<file path="config.mk">
export PLATFORM = sky130hd
export DESIGN_NAME = hazard_ctrl
export DESIGN_NICKNAME = d
export VERILOG_FILES = /design/src/rtl/hazard_ctrl.sv
export SDC_FILE = /design/constraint.sdc
export NUM_CORES = 1
export LEC_CHECK = 0
export BUFFER_PORTS_ARGS = -buffer_cell sky130_fd_sc_hd__buf_2
export CAP_MARGIN = 20
export CORE_ASPECT_RATIO = 1.1
export CORE_MARGIN = 5
export CORE_UTILIZATION = 25
export DETAILED_ROUTE_END_ITERATION = 10
export GPL_ROUTABILITY_DRIVEN = 1
export SLEW_MARGIN = 20
export SYNTH_ARGS = -nofsm -noshare
export SYNTH_HDL_FRONTEND = slang
export SYNTH_SLANG_ARGS = --single-unit
</file>
<file path="constraint.sdc">
create_clock -name clk -period 2 [get_ports clk]
set_input_delay 0.1 -clock clk [delete_from_list [all_inputs] [get_ports clk]]
set_output_delay 0.1 -clock clk [all_outputs]
set_load 0.005 [all_outputs]
</file>
<file path="src/rtl/hazard_ctrl.sv">
// hazard_ctrl: 5-stage pipeline sequencer with stall/flush/bubble controls, EX forwarding selects
// and a data-memory wait FSM with timeout. Define HAZARD_FWD_EN to enable forwarding; otherwise full RAW interlock.
module hazard_ctrl #(
  parameter int WAIT_W = 8
) (
  input  logic       clk,
  input  logic       rst,
  input  logic       id_valid,
  input  logic [4:0] id_rs1,
  input  logic [4:0] id_rs2,
  input  logic       id_use_rs1,
  input  logic       id_use_rs2,
  input  logic [4:0] id_rd,
  input  logic       id_reg_write,
  input  logic       id_mem_read,
  input  logic       id_mem_op,
  input  logic       ex_redirect,
  input  logic       dmem_ready,
  output logic       stall_if,
  output logic       stall_id,
  output logic       flush_id,
  output logic       bubble_ex,
  output logic       stall_ex,
  output logic       bubble_wb,
  output logic [1:0] fwd_a,
  output logic [1:0] fwd_b,
  output logic       mem_timeout
);

  localparam logic [1:0] S_RUN  = 2'd0;
  localparam logic [1:0] S_WAIT = 2'd1;
  localparam logic [1:0] S_ERR  = 2'd2;
  localparam logic [WAIT_W-1:0] CNT_MAX = {WAIT_W{1'b1}};

  logic [1:0]        r_state;
  logic [WAIT_W-1:0] r_cnt;

  logic       r_ex_v, r_ex_rw, r_ex_mo;
  logic [4:0] r_ex_rd;
  logic       r_mem_v, r_mem_rw, r_mem_mo;
  logic [4:0] r_mem_rd;
  logic       r_wb_v, r_wb_rw;
  logic [4:0] r_wb_rd;

  logic [2:0] w_stg_v, w_stg_rw, w_hit_id;
  logic [4:0] w_stg_rd [3];
  logic       w_mem_busy, w_mw, w_lu, w_redir, w_lu_eff, w_ex_load;
  logic [1:0] w_fwd_a, w_fwd_b;

  // Stage index 0 = EX, 1 = MEM, 2 = WB.
  assign w_stg_v     = {r_wb_v, r_mem_v, r_ex_v};
  assign w_stg_rw    = {r_wb_rw, r_mem_rw, r_ex_rw};
  assign w_stg_rd[0] = r_ex_rd;
  assign w_stg_rd[1] = r_mem_rd;
  assign w_stg_rd[2] = r_wb_rd;

  genvar gi;
  generate
    for (gi = 0; gi < 3; gi++) begin : g_hit
      assign w_hit_id[gi] = w_stg_v[gi] & w_stg_rw[gi] &
        ((id_use_rs1 & (w_stg_rd[gi] == id_rs1) & (id_rs1 != 5'd0)) |
         (id_use_rs2 & (w_stg_rd[gi] == id_rs2) & (id_rs2 != 5'd0)));
    end
  endgenerate

  assign w_mem_busy = r_mem_v & r_mem_mo;

  // The cycle dmem_ready arrives in WAIT is already a free-running cycle.
  always_comb begin
    w_mw = 1'b1;
    case (r_state)
      S_RUN:   w_mw = w_mem_busy & ~dmem_ready;
      S_WAIT:  w_mw = ~dmem_ready;
      default: w_mw = 1'b1;
    endcase
  end

`ifdef HAZARD_FWD_EN
  logic       r_ex_ld, r_ex_u1, r_ex_u2;
  logic [4:0] r_ex_rs1, r_ex_rs2;
  logic       w_unused_hits;

  assign w_unused_hits = |w_hit_id[2:1];
  assign w_lu          = id_valid & r_ex_ld & w_hit_id[0];

  always_ff @(posedge clk) begin
    if (rst) begin
      r_ex_ld  <= 1'b0;
      r_ex_u1  <= 1'b0;
      r_ex_u2  <= 1'b0;
      r_ex_rs1 <= 5'd0;
      r_ex_rs2 <= 5'd0;
    end else if (w_ex_load) begin
      r_ex_ld  <= id_mem_read;
      r_ex_u1  <= id_use_rs1;
      r_ex_u2  <= id_use_rs2;
      r_ex_rs1 <= id_rs1;
      r_ex_rs2 <= id_rs2;
    end
  end

  // Only a valid EX instruction that actually reads the operand gets a bypass.
  always_comb begin
    w_fwd_a = 2'd0;
    w_fwd_b = 2'd0;
    if (r_ex_v & r_ex_u1 & (r_ex_rs1 != 5'd0)) begin
      if (r_mem_v & r_mem_rw & (r_mem_rd == r_ex_rs1))   w_fwd_a = 2'd1;
      else if (r_wb_v & r_wb_rw & (r_wb_rd == r_ex_rs1)) w_fwd_a = 2'd2;
    end
    if (r_ex_v & r_ex_u2 & (r_ex_rs2 != 5'd0)) begin
      if (r_mem_v & r_mem_rw & (r_mem_rd == r_ex_rs2))   w_fwd_b = 2'd1;
      else if (r_wb_v & r_wb_rw & (r_wb_rd == r_ex_rs2)) w_fwd_b = 2'd2;
    end
  end
`else
  logic w_unused_nofwd;

  assign w_unused_nofwd = id_mem_read;
  assign w_lu           = id_valid & (|w_hit_id);
  assign w_fwd_a        = 2'd0;
  assign w_fwd_b        = 2'd0;
`endif

  assign w_redir   = ex_redirect & ~w_mw;
  assign w_lu_eff  = w_lu & ~w_mw & ~w_redir;
  assign w_ex_load = ~w_mw & ~w_redir & ~w_lu_eff;

  assign stall_if    = ~rst & (w_mw | w_lu_eff);
  assign stall_id    = ~rst & (w_mw | w_lu_eff);
  assign flush_id    = ~rst & w_redir;
  assign bubble_ex   = ~rst & (w_redir | w_lu_eff);
  assign stall_ex    = ~rst & w_mw;
  assign bubble_wb   = ~rst & w_mw;
  assign fwd_a       = rst ? 2'd0 : w_fwd_a;
  assign fwd_b       = rst ? 2'd0 : w_fwd_b;
  assign mem_timeout = ~rst & (r_state == S_ERR);

  always_ff @(posedge clk) begin
    if (rst) begin
      r_ex_v   <= 1'b0;
      r_ex_rw  <= 1'b0;
      r_ex_mo  <= 1'b0;
      r_ex_rd  <= 5'd0;
      r_mem_v  <= 1'b0;
      r_mem_rw <= 1'b0;
      r_mem_mo <= 1'b0;
      r_mem_rd <= 5'd0;
      r_wb_v   <= 1'b0;
      r_wb_rw  <= 1'b0;
      r_wb_rd  <= 5'd0;
    end else if (w_mw) begin
      r_wb_v <= 1'b0;
    end else begin
      r_wb_v   <= r_mem_v;
      r_wb_rw  <= r_mem_rw;
      r_wb_rd  <= r_mem_rd;
      r_mem_v  <= r_ex_v;
      r_mem_rw <= r_ex_rw;
      r_mem_mo <= r_ex_mo;
      r_mem_rd <= r_ex_rd;
      r_ex_v   <= w_ex_load & id_valid;
      r_ex_rw  <= id_reg_write;
      r_ex_mo  <= id_mem_op;
      r_ex_rd  <= id_rd;
    end
  end

  always_ff @(posedge clk) begin
    if (rst) begin
      r_state <= S_RUN;
      r_cnt   <= '0;
    end else begin
      case (r_state)
        S_RUN: begin
          if (w_mem_busy & ~dmem_ready) begin
            r_state <= S_WAIT;
            r_cnt   <= WAIT_W'(1);
          end
        end
        S_WAIT: begin
          if (dmem_ready) begin
            r_state <= S_RUN;
            r_cnt   <= '0;
          end else if (r_cnt == CNT_MAX) begin
            r_state <= S_ERR;
          end else begin
            r_cnt <= r_cnt + 1'b1;
          end
        end
        default: r_state <= S_ERR;
      endcase
    end
  end

endmodule
</file>
Yosys cells after proc, flatten, opt, wreduce, memory -nomap -nowiden
Cells that the tools add are included.

Register bits after elaboration: 33. Input port bits: 25. Output and inout bits: 11. Word-level logic and storage cells: 85.

Add/sub/neg operators: 1. Equal/unequal tests: 12. Muxes and demuxes: 9. Bitwise operators: 42. Reduce and logical (&&, ||, !) cells: 8.

Operators by type and width (count): $and A1 B1 Y1 (32); $eq A5 B5 Y1 (6); $mux W8 (3); $pmux W8 S2 (1); $reduce_bool A5 Y1 (2); $add A8 B1 Y8 const B (1); $eq A8 B8 Y1 const B (1); $mux W2 (3); $ne A3 B3 Y1 const B (2); $not A1 Y1 (5); $or A1 B1 Y1 (5); $pmux W2 S2 (1); $reduce_and A3 Y1 (1); $reduce_or A3 Y1 (1); $eq A2 B1 Y1 const B (1); $eq A2 B2 Y1 const B (1); $logic_not A2 Y1 (1); $ne A2 B2 Y1 const B (1); $pmux W1 S2 (1); $reduce_and A2 Y1 (1); $reduce_bool A2 Y1 (1); $reduce_or A2 Y1 (1).

Longest topological paths before layout
Gate-level depths: netlist (run 1).

Depth in word-level cells: 12. Depth in mapped cells: 7. Gate-level depth less buffers: 7.

Worst setup path after synthesis (run 1)
No wires, ideal clock.

Path type: reg-to-output. Start point: register r_mem_rd[3]. End point: output stall_if. Arrival: 1443 ps. Data required time: 1900 ps. Setup slack: 457 ps. Stages on the path, launching flop included: 8. Buffers on the path: 1. Cell sequence: dfxtp_1 > xor2_1 > nor4_2 > nand4_1 > a31oi_1 > nor2_2 > o22ai_1 > buf_4.

Cells in the longest elaborated chain, start to end: 11. Elaborated cells between the ends (all ways): 14. Those cells by class: eq/ne (2); bitwise (11); reduce/logical (1).

RTL lines: start: declaration (line 41) `logic [4:0] r_mem_rd;`; start signal: assignment (line 160) `r_mem_rd <= r_ex_rd;`; $eq A5 B5 Y1, on equally long branches (line 61, 62); $and A1 B1 Y1, on equally long branches (2 in series) (line 61, 62); $or A1 B1 Y1 (*) (line 61) `((id_use_rs1 & (w_stg_rd[gi] == id_rs1) & (id_rs1 != 5'd0)) |`; $and A1 B1 Y1 (*) (line 60) `assign w_hit_id[gi] = w_stg_v[gi] & w_stg_rw[gi] &`; $reduce_or A3 Y1 (*) (line 119) `assign w_lu = id_valid & (|w_hit_id);`; $and A1 B1 Y1 (*) (line 119); $and A1 B1 Y1 (*) (2 in series) (line 125) `assign w_lu_eff = w_lu & ~w_mw & ~w_redir;`; $or A1 B1 Y1 (*); $and A1 B1 Y1 (*); end: declaration (line 19) `output logic stall_if,`.

Mark *: on every way between the ends. The rest lies on a longest branch, timed or not.

Worst setup path after layout (run 1)
Start point: register r_wb_rd[1]. End point: output bubble_ex.

Cells in the longest elaborated chain, start to end: 11. Elaborated cells between the ends (all ways): 14. Those cells by class: eq/ne (2); bitwise (11); reduce/logical (1).

RTL lines: start: declaration (line 43) `logic [4:0] r_wb_rd;`; start signal: assignment (line 156) `r_wb_rd <= r_mem_rd;`; $eq A5 B5 Y1, on equally long branches (line 61, 62); $and A1 B1 Y1, on equally long branches (2 in series) (line 61, 62); $or A1 B1 Y1 (*) (line 61); $and A1 B1 Y1 (*) (line 60); $reduce_or A3 Y1 (*) (line 119); $and A1 B1 Y1 (*) (line 119); $and A1 B1 Y1 (*) (2 in series) (line 125); $or A1 B1 Y1 (*) (line 131) `assign bubble_ex = ~rst & (w_redir | w_lu_eff);`; $and A1 B1 Y1 (*) (line 131); end: declaration (line 22) `output logic bubble_ex,`.

Marks and branches as above.

==> summary.md, run 1 <==
| Metric | Value |
|---|---|
| Iteration-0 DRC Markers | `98` |
| Vias in the first global route | `1392` |
| Max-cap violations | `0` |
| Synthesized cell area | `1730 um2` |
| Startpoint types | `register` |
| Via count | `1558` |
| Slew @ Worst Pin | `0.514 ns` |
| Cells after DPL | `323` |
| Post-CTS Hold Fix Bufs | `0` |
| R2R setup slack | `0.32 ns` |
| Boundary pin count | `36` |
| Total global routing overflow | `0` |
| Die height | `97.3 um` |
| Synth cell types | `34` |
| Routability congestion estimate | `0.914` |
| Num Clock Sinks | `33` |
| Highest Signal Layer | `met4` |
| Post-DRT Antenna Nets | `0` |
| Filler-free cell count of the finished design | `331` |
| Leading cell type in the layout, fill and taps excluded | `nand2_1` |
| CP bufs+invs | `1` |
| Initial antenna violation count | `0` |
| Endpoint type of the worst setup path | `output pin` |
| Starting Density | `0.260` |
| Largest net degree at the start of global routing | `24` |
| DRC viols | `0` |
| Seq/Total Area, Yosys | `0.381` |
| Top cell family by delay on the critical path | `simple AND/OR/NAND/NOR gates` |
| VDD IR max | `0.305 mV` |
| Layout area overhead | `21.3%` |
| Die Area | `8700 um2` |
| Max Freq | `0.513 GHz` |
| Setup violators final | `0` |
| Drt pass-1 iters | `4` |
| Slew Viols, Final | `0` |
| Post-CTS setup buffer count | `0` |
| Largest cells by area after synthesis | `dfxtp_1 (38%), xor2_1 (14%), nand2_1 (10%)` |
| Clk Latency, worst-skew pair | `0.29 ns` |
| Slew HR | `0.655` |
| WL final | `4140 um` |
| Diode count | `0` |
| Total power | `1.47 mW` |
| Layout cell share with drive strength beyond 1 | `0.217` |
| Final period util | `0.975` |
| CP arrival | `1.85 ns` |
| CTS root buf | `clkbuf_8` |
| Core ar. | `6670 um2` |
| First-pass GRT wire length | `6760 um` |
| Worst-path maximum fanout | `3` |
| Tmin final | `1.95 ns` |
| IO buf count | `30` |
| Critical-path cell list | `xor2_2 > nor4_2 > nand4_1 > a31oi_2 > nor2_2 > o21bai_1 > buf_2` |
| Pleak | `0.838 nW` |
| Crit path depth | `7` |
| Final net count | `274` |
| Worst-path clk slew | `0.07 ns` |
| Worst Skew | `0.00297 ns` |
| CTS tree | `yes` |
| WL met3 | `262 um` |
| Max stage delay cell, worst path | `dfxtp_4` |
| Multi-input combinational cell area | `1030 um2` |
| Synth Instances | `219` |
| Status | `finished clean` |
| DRT met1 WL | `1960 um` |
| Finished Core Util | `0.315` |
| #FFs+latches synth | `33` |
| Worst min path class | `in2reg` |
| Global Route Usage Sum | `0.0991` |
| RR Endpoint | `r_cnt[6]$_SDFFE_PP0P_` |
| Cts bufs inserted | `5` |
| DP HPWL | `3130 um` |
| FILL cells | `745` |
| Syn_area_per_cell | `7.91 um2` |
| FF/Latch Area | `669 um2` |
| Routed len/inst | `12.5 um` |
| Clk buf depth | `2` |
| Crit path launch | `r_wb_rd[1]$_SDFFE_PP0N_` |
| Die Span X | `89.4 um` |
| RSZ-0062 raised after global routing | `true` |
| Hold Fails Final Rpt | `0` |
| Synth Warn # | `0` |
| Met2 WL post-DR | `1890 um` |
| P per Cell Area | `701 nW/um2` |
| Post-synth top area cell | `dfxtp_1` |
| Crit path largest cell delay | `0.36 ns` |
| Vias/cell | `4.71` |
| Commonest cells after routing, fill and taps aside | `nand2_1 (46), buf_2 (30), dfxtp_1 (30)` |
| Worst endpoint required time | `1.90 ns` |
| Reg2Reg Depth | `7` |
| Worst Setup Path Type | `reg2out` |
| Reg2reg start | `r_cnt[0]$_SDFFE_PP0P_` |
| Area share of the largest cell type after synthesis | `0.381` |
| CP Capture Point | `bubble_ex` |
| H-tree levels | `2` |
| Num rows | `31` |
==> sequential cells by signal (all words and copies together), names as in the netlist <==
name,count
r_wb_rd,5
r_ex_rw,1
r_ex_mo,1
r_state,2
r_mem_rw,1
r_mem_v,1
r_mem_mo,1
r_mem_rd,5
r_wb_v,1
r_wb_rw,1
r_ex_v,1
r_cnt,8
r_ex_rd,5
==> worst min-delay path: stages <==
cell,delay (ns)
buf_2,0.09
nand2_1,0.04
a21oi_1,0.05
==> area by class of cell <==
class	instances	share of cell area
multi-input cells	172	0.490
flip-flops and latches	33	0.318
clock buffers	5	0.0327
clock inverters	3	0.0220
repair buffers	33	0.0821
well taps	82	0.0488
inverters	3	0.00536
==> power breakdown <==
group,leakage (nW),switching [mW],internal (mW)
Combinational,0.512,0.0786,0.0618
Clock,0.0543,0.263,0.373
Sequential,0.272,0.0236,0.675
Total,0.838,0.365,1.11
==> layer usage <==
metal  vias to the layer above  GRT usage
met5                         -          0
li1                        796          -
met2                        32      0.144
met3                         4     0.0331
met4                         0     0.0309
met1                       726      0.137
==> worst min path at each step <==
stage | from | slack [ns] | end | depth (start not counted)
3_3_place_gp | id_rd[3] | 0.35 | r_ex_rd[3]$_SDFFE_PP0N_ | 3
6_report | id_rd[4] | 0.04 | r_ex_rd[4]$_SDFFE_PP0N_ | 3
2_1_floorplan | id_mem_op | 0.24 | r_ex_mo$_SDFFE_PP0N_ | 2
5_1_grt | id_rd[4] | 0.05 | r_ex_rd[4]$_SDFFE_PP0N_ | 3
4_1_cts | id_rd[4] | 0.03 | r_ex_rd[4]$_SDFFE_PP0N_ | 3
3_5_place_dp | id_rd[4] | 0.35 | r_ex_rd[4]$_SDFFE_PP0N_ | 3
==> cells in the mapped netlist <==
cell	n
nor2_1	11
buf_4	6
o21bai_1	1
buf_1	1
nand2_1	46
clkbuf_1	2
o22ai_1	1
nand4_1	9
inv_1	3
and3_1	2
a21oi_1	27
buf_6	1
nor3_1	4
or3_1	1
conb_1	1
nand3b_1	1
nor4_2	1
xor2_1	27
buf_2	4
nor2_2	2
a31oi_1	2
o31ai_1	1
o21ai_1	3
o2111ai_1	1
ha_1	1
a32o_1	1
dfxtp_1	33
nor4_1	5
a21boi_0	1
xnor2_1	8
o21ai_0	3
a21o_1	1
or4_1	2
nand3_1	6
==> per-stage QoR <==
step	area (um2)	hold slack, ns	TNS (ns)	setup WS, ns
6_report	2100	0.0432	0	0.0502
5_1_grt	2100	0.0488	-0.147	-0.0583
4_1_cts	2070	0.0317	0	0.00296
3_5_place_dp	1930	0.351	0	0.233
3_3_place_gp	1930	0.349	0	0.269
2_1_floorplan	1740	0.236	0	0.457
==> logic make-up after synthesis <==
group	Yosys count	share of synthesized area
buf+inv	17	0.0570
compound gates	42	0.134
fa+ha+maj	1	0.00722
other cells	1	0.00216
flops	33	0.381
xor+xnor	35	0.177
simple gates	90	0.241
==> timing repair <==
| action | CTS | global route |
|---|---|---|
| resized for setup | 3 | 9 |
| pin swaps | 3 | 11 |
| setup endpoints to repair | 3 | 3 |
Power figures use the tool's default switching activity.
==> run 2: changes to the inputs <==
--- a/config.mk
+++ b/config.mk
@@ -8,10 +8,10 @@
 export BUFFER_PORTS_ARGS = -buffer_cell sky130_fd_sc_hd__buf_2
 export CAP_MARGIN = 20
 export CORE_ASPECT_RATIO = 1.1
-export CORE_MARGIN = 5
 export CORE_UTILIZATION = 25
 export DETAILED_ROUTE_END_ITERATION = 10
 export GPL_ROUTABILITY_DRIVEN = 1
+export PLACE_DENSITY = 0.53
 export SLEW_MARGIN = 20
 export SYNTH_ARGS = -nofsm -noshare
 export SYNTH_HDL_FRONTEND = slang
==> run 2 against run 1 <==
  * Power increased by 0.12%
  * Count of clock-buffer cells in the layout rose by 2
  * Non-clock buffer count up 2
  * Via count is 3.0% lower
  * Maximum frequency rose by 1.8%
  * Clock skew is 0.0030 ns higher
  * Clock power barely moved
  * Core utilization up 0.15 points
  * Flip-flop and latch count did not move
  * Sequential share of layout area down 0.14 points
  * Worst hold slack gained 0.0039 ns
  * Critical path type unchanged
  * Highest routed layer unchanged
==> summary.md, run 2 (same netlist as run 1, synthesis figures left out) <==
| Metric | Value |
|---|---|
| Reg2Reg Depth | `7 (unchanged)` |
| Num rows | `31 (unchanged)` |
| Via count | `1511 (was 1558)` |
| Setup ws final | `0.0847 ns (was 0.0502 ns)` |
| Starting Density | `0.261 (was 0.260)` |
| RSZ-0062 raised after global routing | `true (unchanged)` |
| Hold Fails Final Rpt | `0 (unchanged)` |
| Final net count | `276 (was 274)` |
| R2R setup slack | `0.29 ns (was 0.32 ns)` |
| Cts bufs inserted | `5 (unchanged)` |
| Worst Setup Path Type | `reg2out (unchanged)` |
| Place WS | `0.263 ns (was 0.233 ns)` |
| Startpoint types | `register (unchanged)` |
| P per Cell Area | `703 nW/um2 (was 701 nW/um2)` |
| CP arrival | `1.82 ns (was 1.85 ns)` |
| H-tree levels | `2 (unchanged)` |
| VDD IR max | `0.356 mV (was 0.305 mV)` |
| Final period util | `0.958 (was 0.975)` |
| Area after DPL | `1950 um2 (was 1930 um2)` |
| Boundary pin count | `36 (unchanged)` |
| Largest net degree at the start of global routing | `24 (unchanged)` |
| Clk buf depth | `2 (unchanged)` |
| Slew @ Worst Pin | `0.519 ns (was 0.514 ns)` |
| Setup violators final | `0 (unchanged)` |
| Max-cap violations | `0 (unchanged)` |
| Core ar. | `6630 um2 (was 6670 um2)` |
| Worst Skew | `0.00594 ns (was 0.00297 ns)` |
| Clk Latency, worst-skew pair | `0.28 ns (was 0.29 ns)` |
| Worst-path clk slew | `0.07 ns (about the same)` |
| Leading cell type in the layout, fill and taps excluded | `nand2_1 (unchanged)` |
| RR Endpoint | `r_cnt[4]$_SDFFE_PP0P_ (was r_cnt[6]$_SDFFE_PP0P_)` |
| IO buf count | `30 (unchanged)` |
| Initial antenna violation count | `0 (unchanged)` |
| CTS root buf | `clkbuf_8 (unchanged)` |
| CP Capture Point | `bubble_ex (unchanged)` |
| Drt pass-1 iters | `4 (unchanged)` |
| Post-CTS setup buffer count | `0 (unchanged)` |
| Endpoint type of the worst setup path | `output pin (unchanged)` |
| Status | `finished clean (unchanged)` |
| Pleak | `0.852 nW (was 0.838 nW)` |
| Crit path launch | `r_ex_rd[0]$_SDFFE_PP0N_ (was r_wb_rd[1]$_SDFFE_PP0N_)` |
| DP HPWL | `3080 um (was 3130 um)` |
| Die Span X | `81.4 um (was 89.4 um)` |
| Die height | `89.3 um (was 97.3 um)` |
| Slew HR | `0.651 (was 0.655)` |
| Worst min path class | `in2reg (unchanged)` |
| Vias/cell | `4.54 (was 4.71)` |
| First-pass GRT wire length | `6840 um (was 6760 um)` |
| Tmin final | `1.92 ns (was 1.95 ns)` |
| Vias in the first global route | `1463 (was 1392)` |
| Routability congestion estimate | `0.817 (was 0.914)` |
| Max FFs per register | `8 (unchanged)` |
| CTS tree | `yes (unchanged)` |
| Iteration-0 DRC Markers | `61 (was 98)` |
| Finished Core Util | `0.317 (was 0.315)` |
| Max Freq | `0.522 GHz (was 0.513 GHz)` |
| Critical-path cell list | `xor2_1 > nor4_1 > nand4_1 > a31oi_1 > nor2_2 > o21bai_1 > buf_2 (was xor2_2 > nor4_2 > nand4_1 > a31oi_2 > nor2_2 > o21bai_1 > buf_2)` |
| Diode count | `0 (unchanged)` |
| Reg2reg start | `r_cnt[0]$_SDFFE_PP0P_ (unchanged)` |
| Post-DRT Antenna Nets | `0 (unchanged)` |
| Num Clock Sinks | `33 (unchanged)` |
| WL final | `4010 um (was 4140 um)` |
| Fin area | `2100 um2 (about the same)` |
| Layout area overhead | `21.2% (was 21.3%)` |
| Commonest cells after routing, fill and taps aside | `nand2_1 (46), buf_2 (30), dfxtp_1 (29) (was nand2_1 (46), buf_2 (30), dfxtp_1 (30))` |
| TNS Setup | `0 ns (unchanged)` |
| Global Route Usage Sum | `0.124 (was 0.0991)` |
| Biggest register | `r_cnt (unchanged)` |
| Total power | `1.48 mW (was 1.47 mW)` |
| Routed len/inst | `12.0 um (was 12.5 um)` |
| Layout cell share with drive strength beyond 1 | `0.215 (was 0.217)` |
| Worst endpoint required time | `1.90 ns (about the same)` |
| Slew Viols, Final | `0 (unchanged)` |
| Max stage delay cell, worst path | `dfxtp_1 (was dfxtp_4)` |
| Total global routing overflow | `0 (unchanged)` |
| Crit path largest cell delay | `0.35 ns (was 0.36 ns)` |
| Worst-path maximum fanout | `4 (was 3)` |
| Die Area | `7270 um2 (was 8700 um2)` |
| Hold wc startpoint | `id_rd[3] (was id_rd[4])` |
| DRC viols | `0 (unchanged)` |
run 2: cell types whose count changed in the layout (fill, tap and decap cells not counted), moves of 2 or more:
| cell | previous run | this run |
|---|---|---|
| buf_4 | 3 | 5 |
| dfxtp_2 | 1 | 4 |
| dfxtp_4 | 2 | 0 |
| xor2_1 | 25 | 27 |
| xor2_2 | 2 | 0 |
run 2: how the worst min path moves through the flow:
| stage | depth (start not counted) | endpoint | slack (ns) |
|---|---|---|---|
| global placement | 3 | r_ex_rd[3]$_SDFFE_PP0N_ | 0.34 |
| finish | 3 | r_ex_rd[3]$_SDFFE_PP0N_ | 0.05 |
| CTS | 3 | r_ex_rd[3]$_SDFFE_PP0N_ | 0.04 |
| detailed placement | 3 | r_ex_rd[3]$_SDFFE_PP0N_ | 0.35 |
| global route | 3 | r_ex_rd[4]$_SDFFE_PP0N_ | 0.05 |
| floorplan | 2 | r_ex_mo$_SDFFE_PP0N_ | 0.24 |
run 2: timing repair:
| action | CTS | global route |
|---|---|---|
| hold buffers | 0 | 0 |
| gates resized for setup | 3 | 6 |
| pin swaps | 1 | 9 |
| endpoints found under the setup margin | 3 | 3 |
run 2: critical path: cells and delay by family (launching register included):
kind / cells / cell delay (ns)
xor+xnor: 1 / 0.17
flops: 1 / 0.35
compound gates: 2 / 0.38
buf+inv: 1 / 0.14
simple gates: 3 / 0.49
run 2: final cells by class:
class / count / area, um2
inverter: 3 / 11.3
sequential: 33 / 666
timing repair buffer: 35 / 188
clock inverter: 1 / 30.0
fill: 740 / 4530
tap: 82 / 103
multi-input combinational: 172 / 1020
clock buffer: 7 / 86.3
run 2: per-stage QoR:
stage               hold WS (ns)  std cells
floorplan                  0.236        222
detailed placement         0.348        325
finish                    0.0472        333
CTS                       0.0421        333
global placement           0.340        325
global route              0.0470        333
run 2: routing by layer:
metal | GRT usage | vias to the layer above | part of all wire
met4 | 0.0390 | 0 | 0.011
li1 | - | 800 | -
met1 | 0.156 | 682 | 0.48
met5 | 0 | - | 0
met2 | 0.199 | 23 | 0.46
met3 | 0.0408 | 6 | 0.045
run 2: power by group:
group / switching (mW) / total [mW] / internal [mW]
Clock: 0.231 / 0.636 / 0.406
Combinational: 0.0769 / 0.139 / 0.0617
Sequential: 0.0231 / 0.701 / 0.678
